[config.mk]
export PLATFORM = sky130hd
export DESIGN_NAME = cart_hdr_scan
export DESIGN_NICKNAME = d
export VERILOG_FILES = /design/src/rtl/cart_hdr_scan.sv
export SDC_FILE = /design/constraint.sdc
export NUM_CORES = 1
export LEC_CHECK = 0
export BUFFER_PORTS_ARGS = -buffer_cell sky130_fd_sc_hd__buf_4
export CAP_MARGIN = 0
export CORE_MARGIN = 3
export CORE_UTILIZATION = 51
export DETAILED_ROUTE_END_ITERATION = 8
export HOLD_SLACK_MARGIN = 0.06
export MAX_ROUTING_LAYER = met4
export PLACE_DENSITY = 0.79
export SKIP_LAST_GASP = 1
export SYNTH_ARGS = -nofsm -noshare
export SYNTH_HDL_FRONTEND = slang
export SYNTH_SLANG_ARGS = --single-unit
[constraint.sdc]
create_clock -name clk -period 2.2 [get_ports clk]
set_input_delay 0.11 -clock clk [delete_from_list [all_inputs] [get_ports clk]]
set_output_delay 0.11 -clock clk [all_outputs]
set_load 0.1 [all_outputs]
[src/rtl/cart_hdr_scan.sv]
// Cartridge header scanner: reads 0x0134..0x014D, verifies the header checksum, decodes the
// mapper/ROM/RAM configuration, and holds the system in reset until the configuration is valid.
module cart_hdr_scan #(
  parameter int unsigned RD_WAIT     = 2,
  parameter bit          HOLD_ON_BAD = 1'b0
) (
  input  logic        clk,
  input  logic        reset,
  input  logic        restart,
  input  logic [14:0] cpu_adr,
  input  logic [7:0]  cpu_data,
  input  logic        cpu_write,
  input  logic        cpu_cs_rom,
  input  logic        cpu_cs_ram,
  output logic [14:0] bus_adr,
  output logic [7:0]  bus_data,
  output logic        bus_write,
  output logic        bus_cs_rom,
  output logic        bus_cs_ram,
  input  logic [7:0]  rd_data,
  output logic        sys_reset,
  output logic        cfg_valid,
  output logic [2:0]  rom_size,
  output logic [1:0]  ram_size,
  output logic [1:0]  mbc_sel,
  output logic        cksum_ok,
  output logic        hdr_err
);

  typedef enum logic [0:0] {StScan, StDone} state_e;

  localparam logic [2:0]  WaitLast = 3'(RD_WAIT);
  localparam logic [14:0] PtrFirst = 15'h0134;
  localparam logic [14:0] PtrMbc   = 15'h0147;
  localparam logic [14:0] PtrRom   = 15'h0148;
  localparam logic [14:0] PtrRam   = 15'h0149;
  localparam logic [14:0] PtrLast  = 15'h014D;

  state_e      state_q, state_d;
  logic [14:0] ptr_q, ptr_d;
  logic [2:0]  wait_q, wait_d;
  logic [7:0]  acc_q, acc_d;
  // Pending captures; only copied to the outputs when the final byte is read.
  logic [1:0]  mbc_q, mbc_d;
  logic [2:0]  rom_q, rom_d;
  logic [1:0]  ram_q, ram_d;
  logic        err_q, err_d;
  logic [2:0]  rom_size_q, rom_size_d;
  logic [1:0]  ram_size_q, ram_size_d;
  logic [1:0]  mbc_sel_q, mbc_sel_d;
  logic        cksum_ok_q, cksum_ok_d;
  logic        hdr_err_q, hdr_err_d;

  always_comb begin
    state_d    = state_q;
    ptr_d      = ptr_q;
    wait_d     = wait_q;
    acc_d      = acc_q;
    mbc_d      = mbc_q;
    rom_d      = rom_q;
    ram_d      = ram_q;
    err_d      = err_q;
    rom_size_d = rom_size_q;
    ram_size_d = ram_size_q;
    mbc_sel_d  = mbc_sel_q;
    cksum_ok_d = cksum_ok_q;
    hdr_err_d  = hdr_err_q;

    if (restart) begin
      state_d = StScan;
      ptr_d   = PtrFirst;
      wait_d  = 3'd0;
      acc_d   = 8'd0;
      mbc_d   = 2'd0;
      rom_d   = 3'd0;
      ram_d   = 2'd0;
      err_d   = 1'b0;
    end else if (state_q == StScan) begin
      if (wait_q != WaitLast) begin
        wait_d = wait_q + 3'd1;
      end else begin
        wait_d = 3'd0;
        ptr_d  = ptr_q + 15'd1;
        if (ptr_q == PtrLast) begin
          state_d    = StDone;
          cksum_ok_d = (acc_q == rd_data);
          rom_size_d = rom_q;
          ram_size_d = ram_q;
          mbc_sel_d  = mbc_q;
          hdr_err_d  = err_q;
        end else begin
          acc_d = acc_q - rd_data - 8'd1;
          case (ptr_q)
            PtrMbc: begin
              case (rd_data)
                8'h00, 8'h08, 8'h09: mbc_d = 2'd0;
                8'h01, 8'h02, 8'h03: mbc_d = 2'd1;
                default: begin
                  mbc_d = 2'd0;
                  err_d = 1'b1;
                end
              endcase
            end
            PtrRom: begin
              if (rd_data > 8'd6) begin
                rom_d = 3'd6;
                err_d = 1'b1;
              end else begin
                rom_d = rd_data[2:0];
              end
            end
            PtrRam: begin
              if (rd_data > 8'd3) begin
                ram_d = 2'd3;
                err_d = 1'b1;
              end else begin
                ram_d = rd_data[1:0];
              end
            end
            default: ;
          endcase
        end
      end
    end
  end

  always_comb begin
    if (state_q == StScan) begin
      bus_adr    = ptr_q;
      bus_data   = 8'd0;
      bus_write  = 1'b0;
      bus_cs_rom = 1'b1;
      bus_cs_ram = 1'b0;
      sys_reset  = 1'b1;
      cfg_valid  = 1'b0;
    end else begin
      bus_adr    = cpu_adr;
      bus_data   = cpu_data;
      bus_write  = cpu_write;
      bus_cs_rom = cpu_cs_rom;
      bus_cs_ram = cpu_cs_ram;
      sys_reset  = HOLD_ON_BAD & (~cksum_ok_q | hdr_err_q);
      cfg_valid  = 1'b1;
    end
  end

  assign rom_size = rom_size_q;
  assign ram_size = ram_size_q;
  assign mbc_sel  = mbc_sel_q;
  assign cksum_ok = cksum_ok_q;
  assign hdr_err  = hdr_err_q;

  always_ff @(posedge clk) begin
    if (reset) begin
      state_q    <= StScan;
      ptr_q      <= PtrFirst;
      wait_q     <= 3'd0;
      acc_q      <= 8'd0;
      mbc_q      <= 2'd0;
      rom_q      <= 3'd0;
      ram_q      <= 2'd0;
      err_q      <= 1'b0;
      rom_size_q <= 3'd0;
      ram_size_q <= 2'd0;
      mbc_sel_q  <= 2'd0;
      cksum_ok_q <= 1'b0;
      hdr_err_q  <= 1'b0;
    end else begin
      state_q    <= state_d;
      ptr_q      <= ptr_d;
      wait_q     <= wait_d;
      acc_q      <= acc_d;
      mbc_q      <= mbc_d;
      rom_q      <= rom_d;
      ram_q      <= ram_d;
      err_q      <= err_d;
      rom_size_q <= rom_size_d;
      ram_size_q <= ram_size_d;
      mbc_sel_q  <= mbc_sel_d;
      cksum_ok_q <= cksum_ok_d;
      hdr_err_q  <= hdr_err_d;
    end
  end

endmodule

==> results.toml, run 1 <==
[synthesis]
ys_ff_latch = 42
synth_cell_types = 49
ys_warn_count = 0
synth.avg_cell_area_um2 = 7.87
synth_edf_count = 0
synth_area_um2 = 2410
syn_inst = 306
async_flop_share_pct = 0
synth_fp_nets = 354
synth_flop_cell = "dfxtp_1"
seq_area_frac_synth_pct = 34.9

[place]
hpwl_um = 4670
place_congestion = 0.821
placed_cells = 428
placed_cell_area_um2 = 3070
port_buffers = 72

[sta]
rsz0062_at_grt = "no"
drv_slew = 0
fmax_mhz = 484
tightest_slew_ps = 588
setup_viol = 0
period_share_pct = 93.8
tns_ps = 0
period_minus_slack_ps = 2060
final_hold_viol_count = 0
fin_skew_ps = 6.64
maxSlewHeadroom_pct = 60.8

[routing]
drt_wl_total_um = 6160
drtPass1Iterations = 4
vias = 2419
drtAntennaViolNets = 0
via_per_inst = 5.54
drtIter0Drc = 164
wl_per_cell_um = 14.1
drc = 0

[clock_tree]
path_clk_slew_ps = 90
clock_tree.buffer_depth = 2
cts_sinks = 42
cts_tree = "built"
htree_levels = 2
ctsRootBufferMaster = "clkbuf_8"
cts_buffers = 5
post_cts_buffers = 0
clk-insertion-delay-late_ps = 300

[global_route]
grt_max_degree = 34
antenna_found_initial = 0
gr-max-usage-layer = "met2"
grt_pass1_wl_um = 10200
grtUsageMet2_pct = 38.5
grtUsageTotal_pct = 24.3
grt-ovfl-total = 0
grt_use_met3_pct = 4.81
grt_pass1_vias = 2241
met1_usage_pct = 30.5

[power_and_ir_drop]
p_leak_nw = 1.29
p_sw_uw = 363
vdd_ir_drop_max_v = 0.000398
power_frac_clock_pct = 43.7
swShare_pct = 22.7
powerDensity_nw_per_um2 = 498
pwr-share-comb_pct = 8.4
p_total_mw = 1.60
p_int_mw = 1.24
power_frac_seq_pct = 47.9

[critical_path]
crit_slowest_cell = "or4_1"
path_delay_family = "simple AND/OR/NAND/NOR gates"
ff2ff_path_depth = 7
cp-end-kind = "flip-flop"
r2r-end = "cksum_ok"
critPathBufInv = 1
startpoint_type = "flip-flop"
critPathMaxStageDelay_ps = 530
crit_type = "reg -> reg"
r2r_slack_ps = 140
path_cells = "inv_1, ha_1, and3_1, nand4_2, or3_1, or4_1, a21oi_1"
cp_data_required_time_ps = 2440
arrival_ps = 2310
reg2reg_from = "ptr_q[1]"
path_max_fanout = 4

[layout]
drive_gt1_share_pct = 29.1
stdcell_count = 437
diodes = 0
final_core_util_pct = 72.3
nets = 432
final_cell_mix = "81 x buf_4, 51 x nand2_1, 41 x dfxtp_1, 30 x a21oi_1, 20 x nor2_1"
syn_to_final_growth_pct = 33.4
layout_commonest_cell = "buf_4"
stdcell_area_um2 = 3210

[floorplanning]
row_count = 24
core_um2 = 4440
num_io_pins = 74
dieArea_um2 = 5580
dieWidth_um = 74.7
die_y_um = 74.7
start_util_pct = 54.2

[hold_path]
hp-class = "in -> reg"
min_from = "rd_data[0]"
whs_endpoint = "rom_q[0]"
holdPathStages = 3

[job]
cap_violations = 0

[status]
status = "finished clean"
## Yosys cell counts, types with 2 or more instances
cell type  number  share of area [%]
nand2_1        51                8.0
o211ai_1        3               0.94
nand2b_1        2               0.52
dfxtp_1        42                 35
nand4_1         6                1.6
or3_1           8                2.1
clkbuf_1        7                1.1
or4_1           3               0.94
a21o_1          2               0.62
xnor2_1         9                3.3
inv_1          19                3.0
a21oi_1        30                6.2
ha_1           10                5.2
nor2_1         20                3.1
and3_1          2               0.52
nor4_1          2               0.52
nand3_1         8                1.7
buf_1           2               0.31
a211oi_1        4                1.2
nor3_1          7                1.5
a2111oi_0       2               0.73
nor2b_1         2               0.52
mux2_2          8                3.7
a311oi_1        4                1.5
xor2_1          2               0.73
o21ai_0        19                4.0
and2_1         10                2.6
## logic make-up (layout without fill, tap and decap cells)
group | Yosys count | after routing | synth area share, %
other | 1 | 1 | 0.156
AOI/OAI and AO/OA | 69 | 69 | 16.9
buffers and inverters | 30 | 109 | 4.89
and+or+nand+nor | 133 | 133 | 28.9
DFF | 42 | 42 | 34.9
muxes | 9 | 9 | 4.16
adders and majority gates | 11 | 11 | 6.03
xor gates and xnor gates | 11 | 11 | 4.00
## registers in the layout (all words and copies together) (netlist names)
| signal | cells |
|---|---|
| wait_q | 3 |
| ptr_q | 15 |
| ram_q | 2 |
| rom_q | 3 |
| state_q | 1 |
| mbc_sel | 1 |
| ram_size | 2 |
| rom_size | 3 |
| acc_q | 8 |
| mbc_q | 1 |
| hdr_err | 1 |
| err_q | 1 |
| cksum_ok | 1 |
## worst max path at each step
stage	startpoint	to	slack, ps	cells past startpoint
final	ptr_q[1]	cksum_ok	140	7
after global routing	acc_q[0]	acc_q[6]	40	8
after CTS	ptr_q[1]	cksum_ok	130	7
after detailed placement	ptr_q[1]	cksum_ok	150	7
after global placement	rd_data[0]	acc_q[6]	260	10
after floorplan	state_q	cksum_ok	4	6
## worst reg2reg max path: stages, from the launching register on
cell,delay (ps)
dfxtp_1,340
inv_1,130
ha_1,220
and3_1,200
nand4_2,80
or3_1,350
or4_1,530
a21oi_1,150
## layer usage
layer  up-vias  wire, um
met5         -         0
met4         0       107
li1       1232         -
met2        76      2980
met1      1100      2710
met3        11       356
## per-stage QoR
stage	setup WS, ps	hold slack [ps]
6_report	136	102
4_1_cts	128	94.8
3_3_place_gp	257	369
5_1_grt	36.8	136
2_1_floorplan	4.22	264
3_5_place_dp	150	378
## what timing repair did
action,CTS,global route
endpoints found under the hold margin,8,0
setup endpoints to repair,0,1
hold buffers,1,0
resized for setup,0,1
## final cells by class
cell class / count / area [um^2]
Multi-Input combinational cell: 234 / 1480
Fill cell: 373 / 1230
Sequential cell: 42 / 845
Timing Repair Buffer: 82 / 618
Clock buffer: 6 / 93.8
Inverter: 19 / 75.1
Tap cell: 52 / 65.1
Clock inverter: 2 / 38.8
## power groups by stage
stage	registers [mW]	logic, mW	clock network (mW)
finish	0.766	0.134	0.699
global placement	0.784	0.130	0
detailed placement	0.784	0.132	0
CTS	0.766	0.133	0.714
floorplan	0.783	0.0620	0
global route	0.767	0.147	0.740
Note: power is estimated with default switching activity, not from simulation.
==> run 2, diff against run 1 <==
--- a/config.mk
+++ b/config.mk
@@ -5,14 +5,15 @@
 export SDC_FILE = /design/constraint.sdc
 export NUM_CORES = 1
 export LEC_CHECK = 0
+export ABC_AREA = 1
 export BUFFER_PORTS_ARGS = -buffer_cell sky130_fd_sc_hd__buf_4
 export CAP_MARGIN = 0
 export CORE_MARGIN = 3
-export CORE_UTILIZATION = 51
+export CORE_UTILIZATION = 52
 export DETAILED_ROUTE_END_ITERATION = 8
 export HOLD_SLACK_MARGIN = 0.06
 export MAX_ROUTING_LAYER = met4
-export PLACE_DENSITY = 0.79
+export PLACE_DENSITY = 0.8
 export SKIP_LAST_GASP = 1
 export SYNTH_ARGS = -nofsm -noshare
 export SYNTH_HDL_FRONTEND = slang
==> results.toml, run 2 <==
[global_route]
grt-ovfl-total = 0
grt_pass1_wl_um = 10500
grtUsageTotal_pct = 22.2
antenna_found_initial = 0
grt_max_degree = 37
grt_pass1_vias = 2431

[critical_path]
critPathBufInv = 3
path_cells = "buf_4, clkinvlp_4, or2_2, buf_4"
arrival_ps = 1830
critPathMaxStageDelay_ps = 410
startpoint_type = "flip-flop"
path_max_fanout = 36
crit_slowest_cell = "dfxtp_2"
cp-end-kind = "output port"
crit_type = "reg -> out"
path_delay_family = "buffers and inverters"
crit_top_cell = "buf_4"
cp_data_required_time_ps = 2090

[layout]
largest_register_ffs = 15
layout_commonest_cell = "nand2_1"
diodes = 0
syn_to_final_growth_pct = 26.8
nets = 499
reg.largest.list = "ptr_q x15, acc_q x8"
final_cell_mix = "77 x nand2_1, 76 x buf_4, 50 x nor2_1, 48 x inv_1, 41 x dfxtp_1"
regMostFlops = "ptr_q"
stdcell_area_um2 = 3240
drive_gt1_share_pct = 22.8

[routing]
wl_met3_um = 364
vias = 2614
wl_per_cell_um = 11.8
drtPass1Iterations = 4
maxUsedRoutingLayer = "met4"
drc = 0
dr_wl_met2_um = 3030
drt_wl_total_um = 6100
wl_met1_um = 2650
drtAntennaViolNets = 0
via_per_inst = 5.06
drtIter0Drc = 106

[synthesis]
synth_edf_count = 0
synth_top_family_by_area = "simple AND/OR/NAND/NOR gates"
seq_area_frac_synth_pct = 32.9
synth.avg_cell_area_um2 = 6.74
synth_most_common_cell = "nand2_1"
synth_fp_nets = 427
synth_flop_cell = "dfxtp_1"
ys_ff_latch = 42
yosys-top-cells-count = "78 x nand2_1, 50 x nor2_1, 49 x inv_1, 42 x dfxtp_1, 40 x o21ai_0"
syn_inst = 379
synth_area_um2 = 2550
synthXorXnorAreaFrac_pct = 4.46
synth_top_area_share_pct = 32.9
synth-simple-area-share_pct = 30.8
ys_warn_count = 0
synth_cell_types = 35
synth-compound-area-share_pct = 15.3
synthAdderAreaFrac_pct = 5.68
synth_area_leaders = "dfxtp_1 33%, nand2_1 11%, o21ai_0 7.8%"
netlist.top_cell.by_area = "dfxtp_1"
async_flop_share_pct = 0
yosys-mux-area-fraction_pct = 0

[power_and_ir_drop]
powerDensity_nw_per_um2 = 440
vdd_ir_drop_max_v = 0.000288
p_total_mw = 1.42
p_leak_nw = 1.53

[sta]
setup_viol = 0
setup_slack_ps = 265
fmax_mhz = 517
fin_skew_ps = 7.30
whs_ps = 102
drv_slew = 0
period_share_pct = 88.0
final_hold_viol_count = 0
rsz0062_at_grt = "no"
period_minus_slack_ps = 1940

[clock_tree]
path_clk_slew_ps = 80
clk-insertion-delay-late_ps = 300
cts_sinks = 42
htree_levels = 2
post_cts_buffers = 0
cts_tree = "built"
cts_buffers = 5
ctsRootBufferMaster = "clkbuf_8"
clock_tree.buffer_depth = 2

[floorplanning]
dieArea_um2 = 5790
dieWidth_um = 76.1
num_io_pins = 74
die_y_um = 76.1
core_um2 = 4530
row_count = 24
start_util_pct = 56.3

[place]
port_buffers = 72
place_congestion = 0.834
hpwl_um = 4760
placed_cell_area_um2 = 3140
dp_slack_ps = 524

[status]
status = "finished clean"

[job]
cap_violations = 0

[hold_path]
hp-class = "in -> reg"
-- run 2: path summary, 6_finish.rpt --
path / startpoint / to / slack (ps) / cells past startpoint
hold reg to reg: err_q / err_q / 450 / 2
hold / removal: rd_data[1] / rom_q[1] / 100 / 3
setup / recovery: state_q / bus_cs_rom / 260 / 4
setup reg to reg: acc_q[0] / acc_q[6] / 520 / 8
-- run 2: layout make-up --
class | instances | area, um^2
multi-input combinational | 274 | 1440
fill | 393 | 1300
sequential | 42 | 842
timing repair buffer | 77 | 581
inverter | 51 | 200
tap | 65 | 81.3
clock buffer | 5 | 68.8
clock inverter | 3 | 21.3
-- run 2: stage by stage --
stage	instances	util (%)	setup TNS, ps
finish	517	71.4	0
global placement	508	69.2	0
global route	517	71.4	0
floorplan	379	-	-2150
detailed placement	508	69.2	0
CTS	517	71.4	0
-- run 2: repair_timing --
action                    4_1_cts  5_1_grt
hold buffers                    1        0
hold endpoints to repair        1        0
resized for setup               0        0
-- run 2: logic make-up (layout without fill, tap and decap cells) --
kind of cell,after synthesis,count (layout)
adders and majority gates,11,11
DFF,42,42
buffers and inverters,63,136
other,1,1
AOI/OAI and AO/OA,74,74
xor gates and xnor gates,13,13
and+or+nand+nor,175,175
-- run 2: power by group --
part           leakage, nW  switching, mW  internal, mW  total, mW
Sequential           0.339        0.00304         0.764      0.767
Combinational         1.14         0.0781        0.0681      0.146
Clock               0.0441          0.287         0.223      0.510
-- run 2: worst register-to-register path, stage by stage (launching register included) --
cell and delay [ps]:
dfxtp_1 340, ha_1 170, inv_1 60, fa_1 400, nor2_1 120, nor3_1 70
o21ai_0 190, xnor2_1 140, a21oi_1 70
-- run 2: routing by layer --
| metal | GRT usage, % | up-vias |
|---|---|---|
| met4 | 8.15 | 0 |
| met1 | 26.1 | 1171 |
| met2 | 38.6 | 82 |
| li1 | - | 1356 |
| met5 | - | - |
| met3 | 3.43 | 5 |
